===== src/rtl/ysyx_22050550_ifu_pkg.sv =====
// Shared types and constants for the decoupled instruction fetch unit.
// Queue entries carry a 64-bit PC so that one packed type serves both XLEN settings.
package ysyx_22050550_ifu_pkg;

    localparam int          MAX_XLEN         = 64;
    localparam logic [63:0] DEFAULT_RESET_PC = 64'h8000_0000;

    typedef enum logic [1:0] {
        IDLE      = 2'd0,
        WAIT_RSP  = 2'd1,
        WAIT_DROP = 2'd2
    } fetch_state_e;

    typedef struct packed {
        logic [MAX_XLEN-1:0] pc;
        logic [31:0]         inst;
    } fq_entry_t;

endpackage


===== src/rtl/ysyx_22050550_ifu_fq_if.sv =====
// Fetch unit boundary: redirect input, cache request/response channel and ID-facing queue head.
interface ysyx_22050550_ifu_fq_if #(
    parameter int XLEN = 64
);
    logic            redirect_valid;
    logic [XLEN-1:0] redirect_pc;
    logic            cache_req_valid;
    logic            cache_req_ready;
    logic [XLEN-1:0] cache_req_addr;
    logic            cache_rsp_valid;
    logic [XLEN-1:0] cache_rsp_data;
    logic            id_valid;
    logic            id_ready;
    logic [XLEN-1:0] id_pc;
    logic [31:0]     id_inst;

    modport master (
        input  redirect_valid, redirect_pc,
        output cache_req_valid, cache_req_addr,
        input  cache_req_ready, cache_rsp_valid, cache_rsp_data,
        output id_valid, id_pc, id_inst,
        input  id_ready
    );

    modport slave (
        output redirect_valid, redirect_pc,
        input  cache_req_valid, cache_req_addr,
        output cache_req_ready, cache_rsp_valid, cache_rsp_data,
        input  id_valid, id_pc, id_inst,
        output id_ready
    );
endinterface


===== src/rtl/ysyx_22050550_fetch_fifo.sv =====
// Synchronous FIFO with flush. The head entry is read combinationally so that
// a pushed entry is visible to the consumer on the cycle after the push.
module ysyx_22050550_fetch_fifo #(
    parameter int WIDTH = 96,
    parameter int DEPTH = 4,
    localparam int AW   = $clog2(DEPTH),
    localparam int CW   = $clog2(DEPTH + 1)
) (
    input  logic             clk,
    input  logic             srst,
    input  logic             flush,
    input  logic             push,
    input  logic [WIDTH-1:0] wr_data,
    input  logic             pop,
    output logic [WIDTH-1:0] rd_data,
    output logic [CW-1:0]    count,
    output logic             full,
    output logic             empty
);
    logic [WIDTH-1:0] mem [DEPTH];
    logic [AW-1:0]    wr_ptr_reg;
    logic [AW-1:0]    rd_ptr_reg;
    logic [CW-1:0]    count_reg;
    logic             do_push;
    logic             do_pop;

    assign empty   = (count_reg == '0);
    assign full    = (count_reg == CW'(DEPTH));
    assign count   = count_reg;
    assign rd_data = mem[rd_ptr_reg];

    // A pop frees the slot in the same cycle, so a push at full is legal alongside it.
    assign do_pop  = pop && !empty;
    assign do_push = push && (!full || do_pop);

    always_ff @(posedge clk) begin
        if (do_push && !flush && !srst) begin
            mem[wr_ptr_reg] <= wr_data;
        end
    end

    always_ff @(posedge clk) begin
        if (srst || flush) begin
            wr_ptr_reg <= '0;
            rd_ptr_reg <= '0;
            count_reg  <= '0;
        end else begin
            if (do_push) begin
                wr_ptr_reg <= wr_ptr_reg + AW'(1);
            end
            if (do_pop) begin
                rd_ptr_reg <= rd_ptr_reg + AW'(1);
            end
            count_reg <= count_reg + CW'(do_push) - CW'(do_pop);
        end
    end
endmodule


===== src/rtl/ysyx_22050550_ifu_fq.sv =====
// Instruction fetch unit: fetch PC, one outstanding cache request, and a fetch queue toward ID.
// Redirects flush the queue and squash any in-flight response.
module ysyx_22050550_ifu_fq
    import ysyx_22050550_ifu_pkg::*;
#(
    parameter int          XLEN     = 64,
    parameter int          DEPTH    = 4,
    parameter logic [63:0] RESET_PC = DEFAULT_RESET_PC
) (
    input  logic                  clock,
    input  logic                  reset,
    ysyx_22050550_ifu_fq_if.master bus
);
    localparam logic [XLEN-1:0] RESET_PC_X = RESET_PC[XLEN-1:0];
    localparam int              CW         = $clog2(DEPTH + 1);

    fetch_state_e     state_reg, state_next;
    logic [XLEN-1:0]  fetch_pc_reg, fetch_pc_next;
    logic [XLEN-1:0]  req_pc_reg, req_pc_next;
    logic             orphan_reg;
    logic [CW-1:0]    fq_count;
    logic             fq_full;
    logic             fq_empty;
    logic             fq_push;
    logic             fq_pop;
    logic             req_fire;
    logic [31:0]      rsp_inst;
    fq_entry_t        entry_in;
    fq_entry_t        entry_out;

    // Only IDLE has no request in flight, so a free slot now is a slot for its response later.
    assign bus.cache_req_valid = (state_reg == IDLE) && !fq_full && !bus.redirect_valid && !reset;
    assign bus.cache_req_addr  = fetch_pc_reg;
    assign req_fire            = bus.cache_req_valid && bus.cache_req_ready;

    generate
        if (XLEN == 64) begin : g_sel64
            assign rsp_inst = req_pc_reg[2] ? bus.cache_rsp_data[XLEN-1:32] : bus.cache_rsp_data[31:0];
        end else begin : g_sel32
            assign rsp_inst = bus.cache_rsp_data[31:0];
        end
    endgenerate

    assign entry_in.pc   = MAX_XLEN'(req_pc_reg);
    assign entry_in.inst = rsp_inst;

    always_comb begin
        state_next    = state_reg;
        fetch_pc_next = fetch_pc_reg;
        req_pc_next   = req_pc_reg;
        fq_push       = 1'b0;
        if (bus.redirect_valid) begin
            fetch_pc_next = bus.redirect_pc & ~XLEN'(3);
            if (state_reg != IDLE) begin
                state_next = bus.cache_rsp_valid ? IDLE : WAIT_DROP;
            end
        end else begin
            unique case (state_reg)
                IDLE: begin
                    if (req_fire) begin
                        req_pc_next   = fetch_pc_reg;
                        fetch_pc_next = fetch_pc_reg + XLEN'(4);
                        state_next    = WAIT_RSP;
                    end
                end
                WAIT_RSP: begin
                    if (bus.cache_rsp_valid) begin
                        fq_push    = 1'b1;
                        state_next = IDLE;
                    end
                end
                WAIT_DROP: begin
                    if (bus.cache_rsp_valid) begin
                        state_next = IDLE;
                    end
                end
                default: state_next = IDLE;
            endcase
        end
    end

    always_ff @(posedge clock) begin
        if (reset) begin
            state_reg    <= IDLE;
            fetch_pc_reg <= RESET_PC_X;
            req_pc_reg   <= '0;
        end else begin
            state_reg    <= state_next;
            fetch_pc_reg <= fetch_pc_next;
            req_pc_reg   <= req_pc_next;
        end
    end

    // Remembers that reset abandoned a request, so its late response is not flagged as a protocol error.
    always_ff @(posedge clock) begin
        if (reset) begin
            orphan_reg <= orphan_reg || (state_reg != IDLE);
        end else if (bus.cache_rsp_valid || req_fire) begin
            orphan_reg <= 1'b0;
        end
    end

    a_no_rsp_in_idle: assert property (@(posedge clock) disable iff (reset)
        !((state_reg == IDLE) && bus.cache_rsp_valid && !orphan_reg));

    assign fq_pop = bus.id_valid && bus.id_ready && !bus.redirect_valid;

    ysyx_22050550_fetch_fifo #(
        .WIDTH ($bits(fq_entry_t)),
        .DEPTH (DEPTH)
    ) u_fifo (
        .clk     (clock),
        .srst    (reset),
        .flush   (bus.redirect_valid),
        .push    (fq_push),
        .wr_data (entry_in),
        .pop     (fq_pop),
        .rd_data (entry_out),
        .count   (fq_count),
        .full    (fq_full),
        .empty   (fq_empty)
    );

    assign bus.id_valid = !fq_empty;
    assign bus.id_pc    = entry_out.pc[XLEN-1:0];
    assign bus.id_inst  = entry_out.inst;
endmodule


===== src/flat_wrapper.sv =====
// flat-port wrapper written by rule: the top's interface ports become plain ports
module ysyx_22050550_ifu_fq_flat import ysyx_22050550_ifu_pkg::*;
#(
    parameter int          XLEN     = 64,
    parameter int          DEPTH    = 4,
    parameter logic [63:0] RESET_PC = DEFAULT_RESET_PC
)
  (clock, reset, bus_redirect_valid, bus_redirect_pc, bus_cache_req_valid, bus_cache_req_addr, bus_cache_req_ready, bus_cache_rsp_valid, bus_cache_rsp_data, bus_id_valid, bus_id_pc, bus_id_inst, bus_id_ready);
  ysyx_22050550_ifu_fq_if #(.XLEN(XLEN)) bus_i ();
  input  logic clock;
  input  logic reset;
  input wire logic [$bits(bus_i.redirect_valid)-1:0] bus_redirect_valid;
  input wire logic [$bits(bus_i.redirect_pc)-1:0] bus_redirect_pc;
  output wire logic [$bits(bus_i.cache_req_valid)-1:0] bus_cache_req_valid;
  output wire logic [$bits(bus_i.cache_req_addr)-1:0] bus_cache_req_addr;
  input wire logic [$bits(bus_i.cache_req_ready)-1:0] bus_cache_req_ready;
  input wire logic [$bits(bus_i.cache_rsp_valid)-1:0] bus_cache_rsp_valid;
  input wire logic [$bits(bus_i.cache_rsp_data)-1:0] bus_cache_rsp_data;
  output wire logic [$bits(bus_i.id_valid)-1:0] bus_id_valid;
  output wire logic [$bits(bus_i.id_pc)-1:0] bus_id_pc;
  output wire logic [$bits(bus_i.id_inst)-1:0] bus_id_inst;
  input wire logic [$bits(bus_i.id_ready)-1:0] bus_id_ready;
  assign bus_i.redirect_valid = bus_redirect_valid;
  assign bus_i.redirect_pc = bus_redirect_pc;
  assign bus_cache_req_valid = bus_i.cache_req_valid;
  assign bus_cache_req_addr = bus_i.cache_req_addr;
  assign bus_i.cache_req_ready = bus_cache_req_ready;
  assign bus_i.cache_rsp_valid = bus_cache_rsp_valid;
  assign bus_i.cache_rsp_data = bus_cache_rsp_data;
  assign bus_id_valid = bus_i.id_valid;
  assign bus_id_pc = bus_i.id_pc;
  assign bus_id_inst = bus_i.id_inst;
  assign bus_i.id_ready = bus_id_ready;
  ysyx_22050550_ifu_fq #(.XLEN(XLEN), .DEPTH(DEPTH), .RESET_PC(RESET_PC)) u_core (.clock(clock), .reset(reset), .bus(bus_i));
endmodule

===== config.mk =====
export PLATFORM = sky130hd
export DESIGN_NAME = ysyx_22050550_ifu_fq_flat
export DESIGN_NICKNAME = d
export VERILOG_FILES = /design/src/rtl/ysyx_22050550_ifu_pkg.sv /design/src/rtl/ysyx_22050550_ifu_fq_if.sv /design/src/rtl/ysyx_22050550_fetch_fifo.sv /design/src/rtl/ysyx_22050550_ifu_fq.sv /design/src/flat_wrapper.sv
export SDC_FILE = /design/constraint.sdc
export NUM_CORES = 1
export LEC_CHECK = 0
export CAP_MARGIN = 10
export CORE_ASPECT_RATIO = 0.6
export CORE_MARGIN = 4
export CORE_UTILIZATION = 49
export CTS_CLUSTER_DIAMETER = 100
export DETAILED_ROUTE_END_ITERATION = 6
export PLACE_DENSITY = 0.76
export SETUP_SLACK_MARGIN = 0.3
export SLEW_MARGIN = 5
export SYNTH_ARGS = -nofsm -noshare
export SYNTH_HDL_FRONTEND = slang
export SYNTH_SLANG_ARGS = --single-unit
export TNS_END_PERCENT = 50

===== constraint.sdc =====
create_clock -name clock -period 3.5 [get_ports clock]
set_clock_uncertainty 0.05 [all_clocks]
set_input_delay 0.35 -clock clock [delete_from_list [all_inputs] [get_ports clock]]
set_output_delay 0.35 -clock clock [all_outputs]
set_load 0.05 [all_outputs]

==> flow_summary.json, run 1 <==
{
  "outcome": "complete, no violations",
  "yosysTopAreaCell": "edfxtp_1",
  "gr-total-overflow": 0,
  "startpoint_type": "flip-flop",
  "largest_reg_flops": 376,
  "endpoint_kind": "primary output",
  "fillers": 3005,
  "setup_viol_count_final": 0,
  "grt_max_degree": 82,
  "synth_area_mm2": 0.0200,
  "period_share_pct": 91.7,
  "sw_frac_of_total_pct": 21.8,
  "gp_congestion": 0.856,
  "crit_chain": "buf_16, mux4_2, clkdlybuf4s50_1",
  "grt_pass1_wl_um": 73300,
  "max_slew_margin_pct": 35.6,
  "seqPwrFrac_pct": 53.8,
  "fin_crit_ns": 3.21,
  "core_area_mm2": 0.0404,
  "ys_ff_latch": 511,
  "cts_root_buf": "clkbuf_16",
  "layout-drive-gt1-share_pct": 14.7,
  "worst_pin_slew_ns": 0.959,
  "clk_pin_slew_worst_paths_ns": 0.07,
  "ir_drop_uv": 349,
  "grt_use_total_pct": 21.9,
  "antenna_left": 0,
  "rrSetupSlack_ns": 0.52,
  "wl_per_cell_um": 22.6,
  "p_leak_nw": 8.65,
  "die_area_mm2": 0.0443,
  "hp-class": "in2reg",
  "p_comb_share_pct": 5.9,
  "pwr-share-clk_pct": 40.3,
  "synth_commonest_cells": "edfxtp_1, nand2_1, dfxtp_1, mux4_2, a21oi_1",
  "fp.dieW_um": 269,
  "crit_arrival_ns": 2.81,
  "wl_um": 48900,
  "tritoncts": "done",
  "crit_slowest_cell": "clkdlybuf4s50_1",
  "fmax_mhz": 312,
  "final_cells": 2163,
  "grt_pass1_vias": 12171,
  "power.internal_w": 0.00965,
  "antenna_found_initial": 4,
  "cts_setup_buffers": 0,
  "rsz0062_at_grt": "true",
  "power.density_mw_per_mm2": 491,
  "ys.flop_type": "edfxtp_1",
  "cp.required_ns": 3.10,
  "rows": 57,
  "ios": 296,
  "critPathTopFamily": "buffers and inverters",
  "area_growth_pct": 25.5,
  "port_buffers": 289,
  "dp_cells": 2071,
  "max-cap-violations": 0,
  "htree_levels": 2,
  "dr.pass1.iters": 7,
  "synthCells": 1302,
  "clkSinkCount": 511,
  "max_stage_delay_ns": 0.72,
  "cp.buffers_inverters": 2,
  "ys_seq_area_share_pct": 69.8,
  "pre_cts_ws_ns": 0.420,
  "ys_types": 48,
  "final_nets": 1733,
  "insertion_delay_ns": 0.57,
  "synth_top_area_share_pct": 56.3,
  "clock_path_buffers": 3,
  "p_switching_w": 0.00270,
  "fin_ws_ns": 0.292,
  "hold_viol_final": 0,
  "synth.area.top_cells": "edfxtp_1, dfxtp_1, mux4_2",
  "async_flop_share_pct": 0,
  "final_max_slew_viol_count": 0,
  "synth-edff-count": 376,
  "initialDrtViolationCount": 989,
  "num_vias": 12093,
  "path_max_fanout": 49,
  "avgSynthCellArea_um2": 15.4,
  "yosysMostFrequentCell": "edfxtp_1",
  "worst-setup-path-type": "reg2out",
  "synth_warnings": 0,
  "chipHeight_um": 165,
  "start_util_pct": 49.6,
  "drc_errors": 0,
  "numCtsBuffers": 47,
  "via_per_inst": 5.59,
  "hpwl_um": 31300
}
-- worst register-to-register path: stages (launching register included) --
cell	delay, ns
dfxtp_1	0.32
inv_1	0.10
ha_1	0.34
and4bb_2	0.32
and2_2	0.16
buf_4	0.51
nand3_1	0.23
nor2_1	0.30
a211oi_1	0.11
a2111oi_0	0.40
-- path summary, 6_finish.rpt --
| kind | start | end | cells past startpoint |
|---|---|---|---|
| max | flip-flop | bus_id_inst[24] | 3 |
| min reg2reg | u_core.req_pc_reg[17] | u_core.req_pc_reg[17] | 2 |
| max reg2reg | u_core.state_reg[1] | u_core.bus.cache_req_addr[63] | 9 |
| min | bus_redirect_pc[46] | u_core.bus.cache_req_addr[46] | 3 |
-- cell families after synthesis --
kind of cell               count (synthesis)  share of synthesized area, %
muxes                                    134                          12.8
buffers and inverters                     94                          1.88
xor gates and xnor gates                  53                          2.32
DFF                                      511                          69.8
AOI/OAI and AO/OA                        137                          4.09
and+or+nand+nor                          362                          8.44
other                                      1                        0.0187
adders and majority gates                 10                         0.662
-- repair_timing --
action / 4_1_cts / 5_1_grt
hold buffers: 0 / 0
endpoints found under the hold margin: 0 / 0
gates resized for setup: 35 / 12
cloned: 0 / 0
setup endpoints to repair: 71 / 50
pin swaps: 0 / 0
-- metrics by stage --
step | TNS [ns] | hold WS (ns) | utilization (%) | area, um^2 | power [W]
after CTS | 0 | 0.284 | 62.1 | 25100 | 0.0125
final | 0 | 0.304 | 62.2 | 25200 | 0.0123
after floorplan | -43.09 | 0.408 | - | 20100 | 0.00714
after global routing | 0 | 0.304 | 62.2 | 25200 | 0.0128
after detailed placement | 0 | 0.440 | 58.5 | 23600 | 0.00751
after global placement | 0 | 0.424 | 58.5 | 23600 | 0.00749
-- power by group through the flow --
stage	clock network, W	logic [W]	registers (W)
floorplan	0	0.000247	0.00689
finish	0.00497	0.000732	0.00664
CTS	0.00509	0.000737	0.00664
detailed placement	0	0.000735	0.00677
global placement	0	0.000722	0.00677
global route	0.00536	0.000775	0.00665
-- area by class of cell --
type                            count  area (um^2)  share of cell area (%)
Clock buffer                       66         1370                    5.45
Antenna cell                        4         10.0                  0.0398
Timing Repair Buffer              313         3210                    12.8
Sequential cell                   511        14000                    55.7
Inverter                           16         61.3                   0.244
Multi-Input combinational cell    700         5690                    22.6
Tap cell                          531          664                    2.64
Clock inverter                     22          141                   0.562
-- placed cells by master (no fill, tap or decap), types with 5 or more instances in the layout --
cell type	count
nand4_1	25
clkinv_1	9
buf_4	14
ha_1	9
xor2_1	33
clkinv_2	10
and3_1	21
xnor2_1	20
buf_12	11
dfxtp_1	132
a21oi_1	78
a311oi_1	6
mux2_2	32
edfxtp_1	376
or3_1	9
a211oi_1	35
nor4_1	5
clkdlybuf4s50_1	241
nor2_1	72
nor3_1	9
dlygate4sd2_1	34
nand2_1	168
o21ai_0	9
mux4_2	94
mux2i_1	8
dlymetal6s2s_1	12
clkbuf_16	50
clkbuf_1	10
clkbuf_8	6
inv_1	15
and4_1	8
nand3_1	24
-- layer usage --
| metal | wire (um) | global-route usage [%] | vias up |
|---|---|---|---|
| li1 | - | - | 5536 |
| met3 | 3470 | 4.39 | 75 |
| met4 | 1320 | 7.03 | 0 |
| met2 | 23000 | 34.6 | 424 |
| met1 | 21100 | 30.9 | 6058 |
| met5 | 0 | 0 | - |
No activity file was read; power rests on OpenSTA's default activity.
==> run 2, diff against run 1 <==
- HOLD_SLACK_MARGIN: not set -> 0.15
==> results of run 2 <==
The final DEF is identical to that of run 1; final timing and power are the same.
==> run 3, diff against run 2 <==
- CORE_UTILIZATION: 49 -> 54
- CTS_CLUSTER_DIAMETER: 100 -> not set
- PLACE_DENSITY: 0.76 -> 0.8
- SLEW_MARGIN: 5 -> not set
- clock period: 3.5 -> 3.6 ns (I/O delays scaled with it)
==> run 3 against run 2 <==
Against the previous run:
- via count is 1.2% higher
- first-iteration DRC count is 15% higher
- cell count is 2.4% lower
- critical path depth stayed put
- die area is 8.9% lower
- worst setup slack better by 0.18 ns
- clock-buffer cell count is 6 lower
- clock power is 3% lower
- total power is 2.9% lower
- hold slack worse by 0.077 ns
- sequential cell count stayed put
- routed wire length is 0.78% higher
- largest power group unchanged
==> flow_summary.json, run 3 (synthesis results as in run 1) <==
{
  "clock_path_buffers": 3,
  "final_cells": 2112,
  "setup_viol_count_final": 0,
  "grt_pass1_wl_um": 75100,
  "cp.buffers_inverters": 2,
  "use_met2_pct": 38.9,
  "fmax_mhz": 320,
  "numCtsBuffers": 45,
  "max_stage_delay_ns": 0.74,
  "worst_pin_slew_ns": 1.02,
  "period_share_pct": 86.8,
  "final_common_cell": "edfxtp_1",
  "via_per_inst": 5.79,
  "met1_usage_pct": 35.2,
  "area_growth_pct": 25.3,
  "hpwl_um": 31600,
  "drc_errors": 0,
  "endpoint_kind": "primary output",
  "grt_use_total_pct": 24.3,
  "grt_pass1_vias": 12508,
  "final_util_pct": 68.8,
  "largest_reg_flops": 376,
  "dp_cells": 2019,
  "max-cap-violations": 0,
  "max_slew_margin_pct": 31.7,
  "gr-total-overflow": 0,
  "gp_congestion": 0.848,
  "crit_chain": "buf_12, mux4_2, clkdlybuf4s50_1",
  "fin_ws_ns": 0.475,
  "ir_drop_uv": 382,
  "antenna_found_initial": 2,
  "clk_pin_slew_worst_paths_ns": 0.06,
  "layout_common_cells": "edfxtp_1, clkdlybuf4s50_1, nand2_1, dfxtp_1, mux4_2",
  "ios": 296,
  "grt_max_degree": 87,
  "wl_um": 49300,
  "die_area_mm2": 0.0404,
  "insertion_delay_ns": 0.56,
  "chipHeight_um": 157,
  "outcome": "complete, no violations",
  "htree_levels": 2,
  "rows": 54,
  "total_power_w": 0.0120,
  "rsz0062_at_grt": "false",
  "core_area_mm2": 0.0365,
  "dpl_cell_area_mm2": 0.0236,
  "wl_per_cell_um": 23.3,
  "design_area_mm2": 0.0251,
  "fp.dieW_um": 257,
  "hold_buffers": 0,
  "num_vias": 12239,
  "path_max_fanout": 35,
  "worst-setup-path-type": "reg2out",
  "critPathTopFamily": "buffers and inverters",
  "grt.busiest_layer": "met2",
  "p_leak_nw": 8.43,
  "start_util_pct": 54.9,
  "pre_cts_ws_ns": 0.187,
  "port_buffers": 289,
  "power.density_mw_per_mm2": 478,
  "antenna_left": 0,
  "crit_arrival_ns": 2.72,
  "final_nets": 1741,
  "initialDrtViolationCount": 1136,
  "hp-class": "in2reg",
  "startpoint_type": "flip-flop",
  "crit_slowest_cell": "clkdlybuf4s50_1",
  "layout-drive-gt1-share_pct": 15.3,
  "gr-usage-met3_pct": 4.60,
  "clkSinkCount": 511,
  "tritoncts": "done",
  "cp.required_ns": 3.19,
  "fin_crit_ns": 3.13,
  "dr.pass1.iters": 7,
  "fillers": 2465,
  "final_max_slew_viol_count": 0,
  "cts_root_buf": "clkbuf_16",
  "hold_viol_final": 0
}
[run 3: cell count changes in the layout (fill, tap and decap cells not counted), moves of 4 or more]
cell,delta
clkdlybuf4s50_1,+42
dlymetal6s2s_1,-11
dlygate4sd2_1,-30
clkinv_2,+5
buf_4,+11
clkinv_1,-4
[run 3: layer usage]
metal	routed length, um	vias up
met5	0	-
met4	1110	0
met3	3700	66
met2	23600	483
met1	20900	6144
li1	-	5546
[run 3: path summary, 6_finish.rpt]
path	startpoint	endpoint	slack (ns)	depth (start not counted)
hold reg to reg	u_core.req_pc_reg[32]	u_core.req_pc_reg[32]	0.45	2
setup / recovery	flip-flop	bus_id_inst[7]	0.47	3
setup reg to reg	u_core.bus.cache_req_addr[22]	u_core.bus.cache_req_addr[57]	0.70	6
hold / removal	reset	u_core.bus.cache_req_addr[7]	0.23	2
[run 3: layout make-up]
type	instances	area (um^2)	area share [%]
Clock buffer	60	1290	5.12
Antenna cell	2	5.00	0.0199
Timing Repair Buffer	323	3260	13.0
Tap cell	476	596	2.37
Multi-Input combinational cell	700	5690	22.7
Inverter	16	61.3	0.244
Clock inverter	24	195	0.778
Sequential cell	511	14000	55.8
[run 3: timing repair]
item | CTS | global route
pin swaps | 0 | 0
setup buffers | 0 | 7
endpoints found under the setup margin | 32 | 75
gates resized for setup | 5 | 1
[run 3: report_power, final]
group | leakage, nW | internal (W) | total, W | switching (W)
clock network | 0.739 | 0.00273 | 0.00481 | 0.00207
logic | 2.94 | 0.000301 | 0.000718 | 0.000417
registers | 4.75 | 0.00635 | 0.00646 | 0.000113
total | 8.43 | 0.00938 | 0.0120 | 0.00260
[run 3: per-stage QoR]
stage	TNS [ns]	hold slack, ns
final	0	0.226
after global routing	0	0.223
after CTS	0	0.191
after detailed placement	0	0.437
after global placement	0	0.425
after floorplan	-24.29	0.408
